$ cat config.mk
export PLATFORM = sky130hd
export DESIGN_NAME = uart_alu_interface
export DESIGN_NICKNAME = d
export VERILOG_FILES = /design/src/rtl/uart_alu_interface.sv
export SDC_FILE = /design/constraint.sdc
export NUM_CORES = 1
export LEC_CHECK = 0
export CAP_MARGIN = 5
export CORE_MARGIN = 8
export CORE_UTILIZATION = 45
export DETAILED_ROUTE_END_ITERATION = 7
export PLACE_DENSITY = 0.83
export SETUP_SLACK_MARGIN = 0.3
export SYNTH_ARGS = -nofsm -noshare
export SYNTH_HDL_FRONTEND = slang
export SYNTH_SLANG_ARGS = --single-unit
$ cat constraint.sdc
create_clock -name i_clk -period 2.06 [get_ports i_clk]
set_clock_uncertainty 0.15 [all_clocks]
set_input_delay 0.309 -clock i_clk [delete_from_list [all_inputs] [get_ports i_clk]]
set_output_delay 0.309 -clock i_clk [all_outputs]
set_load 0.03 [all_outputs]
$ cat src/rtl/uart_alu_interface.sv
// UART-to-ALU sequencer: collects operand A, operand B and an opcode from the
// receiver, latches the ALU result and hands it to the transmitter.
module uart_alu_interface #(
   parameter int unsigned NB_DATA  = 8,
   parameter int unsigned NB_OP    = 6,
   parameter int unsigned NB_STATE = 3
) (
   input  logic               i_clk,
   input  logic               i_reset,
   input  logic               i_rx_done_tick,
   input  logic [NB_DATA-1:0] i_rx_data,
   input  logic [NB_DATA-1:0] i_alu_result,
   input  logic               i_tx_done_tick,
   output logic [NB_DATA-1:0] o_data_a,
   output logic [NB_DATA-1:0] o_data_b,
   output logic [NB_OP-1:0]   o_op,
   output logic               o_tx_start,
   output logic [NB_DATA-1:0] o_tx_data,
   output logic               o_busy,
   output logic               o_overrun
);

   localparam logic [NB_STATE-1:0] ST_WAIT_A    = NB_STATE'(0);
   localparam logic [NB_STATE-1:0] ST_WAIT_B    = NB_STATE'(1);
   localparam logic [NB_STATE-1:0] ST_WAIT_OP   = NB_STATE'(2);
   localparam logic [NB_STATE-1:0] ST_CALC      = NB_STATE'(3);
   localparam logic [NB_STATE-1:0] ST_SEND      = NB_STATE'(4);
   localparam logic [NB_STATE-1:0] ST_WAIT_DONE = NB_STATE'(5);

   logic [NB_STATE-1:0] state_q,    state_d;
   logic [NB_DATA-1:0]  data_a_q,   data_a_d;
   logic [NB_DATA-1:0]  data_b_q,   data_b_d;
   logic [NB_OP-1:0]    op_q,       op_d;
   logic [NB_DATA-1:0]  tx_data_q,  tx_data_d;
   logic                tx_start_q, tx_start_d;
   logic                overrun_q,  overrun_d;
   logic                busy_q,     busy_d;

   // Next-state and capture logic; bytes arriving while a result is in flight are dropped.
   always_comb begin
      state_d    = state_q;
      data_a_d   = data_a_q;
      data_b_d   = data_b_q;
      op_d       = op_q;
      tx_data_d  = tx_data_q;
      tx_start_d = 1'b0;
      overrun_d  = 1'b0;
      busy_d     = 1'b0;

      case (state_q)
         ST_WAIT_A: begin
            if (i_rx_done_tick) begin
               data_a_d = i_rx_data;
               state_d  = ST_WAIT_B;
            end
         end
         ST_WAIT_B: begin
            if (i_rx_done_tick) begin
               data_b_d = i_rx_data;
               state_d  = ST_WAIT_OP;
            end
         end
         ST_WAIT_OP: begin
            if (i_rx_done_tick) begin
               op_d    = i_rx_data[NB_OP-1:0];
               state_d = ST_CALC;
            end
         end
         ST_CALC: begin
            overrun_d = i_rx_done_tick;
            tx_data_d = i_alu_result;
            state_d   = ST_SEND;
         end
         ST_SEND: begin
            overrun_d = i_rx_done_tick;
            state_d   = ST_WAIT_DONE;
         end
         ST_WAIT_DONE: begin
            overrun_d = i_rx_done_tick;
            if (i_tx_done_tick) begin
               state_d = ST_WAIT_A;
            end
         end
         default: begin
            state_d = ST_WAIT_A;
         end
      endcase

      // Status flags are decoded from the upcoming state so they line up with it.
      tx_start_d = (state_d == ST_SEND);
      busy_d     = (state_d != ST_WAIT_A);
   end

   // State and output registers with synchronous reset.
   always_ff @(posedge i_clk) begin
      if (i_reset) begin
         state_q    <= ST_WAIT_A;
         data_a_q   <= '0;
         data_b_q   <= '0;
         op_q       <= '0;
         tx_data_q  <= '0;
         tx_start_q <= 1'b0;
         overrun_q  <= 1'b0;
         busy_q     <= 1'b0;
      end else begin
         state_q    <= state_d;
         data_a_q   <= data_a_d;
         data_b_q   <= data_b_d;
         op_q       <= op_d;
         tx_data_q  <= tx_data_d;
         tx_start_q <= tx_start_d;
         overrun_q  <= overrun_d;
         busy_q     <= busy_d;
      end
   end

   assign o_data_a   = data_a_q;
   assign o_data_b   = data_b_q;
   assign o_op       = op_q;
   assign o_tx_data  = tx_data_q;
   assign o_tx_start = tx_start_q;
   assign o_overrun  = overrun_q;
   assign o_busy     = busy_q;

endmodule

Word-level counts from Yosys, hierarchy flattened
Index checks and enable logic that the tools add are counted.

Register bits: 36. Input bits: 20. Output and inout port bits: 33. Logic and storage cells: 27.

Equal/unequal tests: 6. Mux-type cells: 5. Bitwise logic cells: 1. Reductions and logical operators: 7.

Operator list (count): case mux 3 bit (6 select lines) (1); 2-to-1 mux 3 bit (4); equality test 3 bit (second input constant) (3); equality test 3 x 2 -> 1 bit (second input constant) (2); AND reduction 2 bit (3); equality test 3 x 1 -> 1 bit (second input constant) (1); logical NOT 3 bit (1); nonzero test 3 bit (1); OR reduction 3 bit (1); OR reduction 2 bit (1); inverter 1 bit (1).

Longest topological paths before layout
Word-level depth: 4. Depth in mapped cells: 5. Mapped depth without buffers: 4.

Worst setup path before layout
OpenSTA, ideal clock, no wires.

Path type: reg-to-reg. From: register state_q[1]. To: register busy_q (netlist: o_busy). Library setup time: 127 ps. Data arrival time: 1102 ps. Required time: 1783 ps. Setup slack: 681 ps. Cell stages (with the launch flop): 5. Path buffers: 0. Clock period less this slack: 1379 ps. Cell sequence: dfxtp_1 > or2b_1 > o32a_1 > a21oi_1 > or3_1.

Word-level cells in the longest chain between the ends: 3. Elaborated cells on any way between the ends: 12. Those cells by class: eq/ne (5); mux (5); reduce/logical (2).

RTL lines: from (decl) (RTL line 30) `logic [NB_STATE-1:0] state_q, state_d;`; from (signal assigned) (RTL line 106) `state_q <= state_d;`; equality test 3 bit (tied with other cells) (RTL line 50) `case (state_q)`; case mux 3 bit (6 select lines) * (RTL line 50); nonzero test 3 bit * (RTL line 91) `busy_d = (state_d != ST_WAIT_A);`; to (signal assigned) (RTL line 113) `busy_q <= busy_d;`; to (decl) (RTL line 37) `logic busy_q, busy_d;`.

Mark *: on every way between the ends. The rest lies on a longest branch, timed or not. A chain may end at the register's enable or synchronous reset.

Worst setup path after layout
From: input i_rx_done_tick. To: register data_b_q[2] (netlist: o_data_b[2]).

Word-level cells in the longest chain between the ends: 1.

RTL lines: from (decl) (RTL line 10) `input logic i_rx_done_tick,`; AND reduction 2 bit (no line); to (signal assigned) (RTL line 108) `data_b_q <= data_b_d;`; to (decl) (RTL line 32) `logic [NB_DATA-1:0] data_b_q, data_b_d;`.

Every way passes these cells.

==> impl_metrics.py <==
metrics = {
    "drt": {
        "drtIter0Drc": 65,
        "drc_errors": 0,
        "firstDrtPassIters": 4,
        "routed_via_density": 5.105,
        "dr_total_vias": 1118,
        "wl_um": 3332,
        "drt-wirelength-per-cell_um": 15.21,
        "drt.antenna.violating_nets": 0,
    },
    "final_layout": {
        "num_antenna_cells": 0,
        "layout-drive-gt1-share": 0.06915,
        "area_growth_pct": 43.64,
        "final_nets": 207,
        "fin_area_um2": 1878,
    },
    "logic_synthesis": {
        "synth_compound_area_frac": 0.06699,
        "synthCells": 132,
        "ys_seq_area_frac": 0.5512,
        "synth_commonest_cells": "dfxtp_1, nor2_1, mux2i_1",
        "syn_area_um2": 1308,
        "syn_avg_cell_area_um2": 9.905,
        "synth_ff_type": "dfxtp_1",
        "synthTopCellsByArea": "dfxtp_1, mux2i_1, nor2_1, nand2_1, a21oi_1",
        "synth_top_cell_by_area": "dfxtp_1",
        "synth_top_family_by_area": "simple AND/OR/NAND/NOR gates",
        "async_reset_ff_frac": 0,
        "synthSimpleGateAreaFrac": 0.1856,
        "synthXorXnorAreaFrac": 0,
        "syn-num-nets": 152,
        "yosysMostFrequentCell": "dfxtp_1",
        "synthDominantCellAreaShare": 0.5512,
        "ys_ff_latch": 36,
        "synthAdderAreaFrac": 0,
        "synth_warnings": 0,
        "synth-edff-count": 0,
        "synthMuxAreaShare": 0.1684,
        "netlist-cell-type-count": 20,
    },
    "min_path": {
        "hold_path_end": "o_data_a[6]",
        "hold_path.class": "reg -> reg",
        "hp-start": "o_data_a[6]",
        "min_path_cells": 2,
    },
    "floorplan": {
        "die_height_um": 69.91,
        "die_x_um": 69.91,
        "core_um2": 2758,
        "start_util": 0.4741,
        "io-pin-count": 53,
        "fp-row-count": 19,
        "die_area_um2": 4887,
    },
    "critical_path": {
        "reg2reg_slack_ns": 0.53,
        "crit_required_ns": 2.14,
        "crit_path_end_kind": "flip-flop",
        "r2r_cells": 4,
        "cp_max_fo": 8,
        "r2r_end": "o_busy",
        "reg2reg_from": "state_q[1]",
        "critPathLaunchType": "primary input",
        "arrival_ns": 1.70,
        "path_class": "in -> reg",
    },
    "sta": {
        "slew-limit-headroom": 0.6824,
        "min_period_over_period": 0.7862,
        "hold_ws_ns": 0.3049,
        "rsz0062_at_grt": "false",
        "tightestPinTransition_ns": 0.4738,
        "hold_viol": 0,
        "min_period_ns": 1.620,
        "fin_tns_setup_ns": 0,
        "setup_viol": 0,
        "fmax_ghz": 0.6175,
        "slew_viol_final": 0,
    },
    "global_routing": {
        "grt_max_degree": 25,
        "grt.overflow.total": 0,
        "grt_pass1_wl_um": 5451,
        "antenna_found_initial": 0,
        "grt_pass1_vias": 1144,
        "grt_use_total": 0.1378,
    },
    "place": {
        "portBuffers": 52,
        "placed_area_um2": 1861,
        "place_congestion": 0.7253,
        "place_hpwl_um": 2576,
    },
    "clocking": {
        "clock_latency_ns": 0.33,
        "cts_tree": "built",
        "clock_sinks": 36,
        "h-tree-depth": 2,
        "cts.clk_slew.worst_paths_ns": 0.10,
        "postCtsSetupBuffers": 0,
        "clock_path_buffers": 2,
        "cts_root_buffer": "clkbuf_4",
        "cts_made_buffers": 5,
    },
    "job": {
        "cap_viol_max_count": 0,
    },
    "power_and_ir_drop": {
        "p_total_mw": 1.351,
        "ir_worst_vdd_mv": 0.6088,
        "p_per_area_nw_per_um2": 719.5,
        "power.leakage_nw": 0.9014,
    },
    "run_status": {
        "status": "finished clean",
    },
}
==> critical path, cell delays in order <==
cell and delay, ns:
clkdlybuf4s50_1 0.57, nand2b_4 0.10, nor3b_1 0.20, buf_4 0.22, mux2i_1 0.23, nor2_1 0.06
==> where the power goes <==
part	internal (mW)	switching, mW
registers	0.725	0.0188
logic	0.0945	0.126
clock network	0.168	0.219
total	0.988	0.363
==> metrics by stage <==
step	utilization	std cells	setup slack, ns
finish	0.6810	219	0.4405
global route	0.6810	219	0.3133
CTS	0.6810	219	0.4649
detailed placement	0.6747	211	0.1033
global placement	0.6747	211	0.1459
floorplan	-	132	0.6806
==> cell type report <==
cell class / instances / area [µm²]
Tap cell: 31 / 38.79
Multi-Input combinational cell: 88 / 550.5
Timing Repair Buffer: 56 / 509.2
Clock buffer: 8 / 58.81
Fill cell: 233 / 879.6
Sequential cell: 36 / 720.7
==> worst max-delay path by stage <==
stage          slack [ns]      startpoint           to  cells after the start
2_1_floorplan        0.68      state_q[1]       o_busy                      4
3_3_place_gp         0.15  i_rx_done_tick  o_data_b[0]                      6
3_5_place_dp         0.10  i_rx_done_tick  o_data_b[2]                      6
4_1_cts              0.46     o_data_b[0]  o_data_b[0]                      1
5_1_grt              0.31  i_rx_done_tick  o_data_b[2]                      6
6_report             0.44  i_rx_done_tick  o_data_b[2]                      6
==> flip-flops by register name, summed over array words and instances (netlist names) <==
signal      count
o_tx_data       8
o_data_b        8
o_busy          1
o_data_a        8
o_overrun       1
state_q         3
o_tx_start      1
o_op            6
==> kinds of logic after synthesis <==
group,Yosys count
buf+inv,8
compound gates,15
simple gates,51
flops,36
mux,22
==> routing by layer <==
layer | wire (µm) | vias up | global-route usage
met5 | 0 | - | 0
met4 | 66 | 0 | 0.07366
met3 | 240 | 7 | 0.05932
met2 | 1719 | 28 | 0.2345
met1 | 1305 | 531 | 0.1390
li1 | - | 552 | -
==> cell usage in the layout, fill, tap and decap left out, drive strengths merged <==
master,Yosys,final
dfxtp,36,36
dlygate4sd2,0,33
nor2,24,24
mux2i,22,22
clkdlybuf4s50,0,19
nand2,16,16
a21oi,11,11
clkbuf,6,8
buf,2,4
nand2b,4,4
nand3b,2,2
a21o,2,2
or3,2,2
a211oi,1,1
or2b,1,1
o32a,1,1
nor3,1,1
nor3b,1,1
==> repair_timing <==
action                                  4_1_cts  5_1_grt
hold endpoints to repair                      0        0
resized for setup                            33        0
endpoints found under the setup margin       33        0
hold buffers                                  0        0
(Power assumes the default switching activity.)
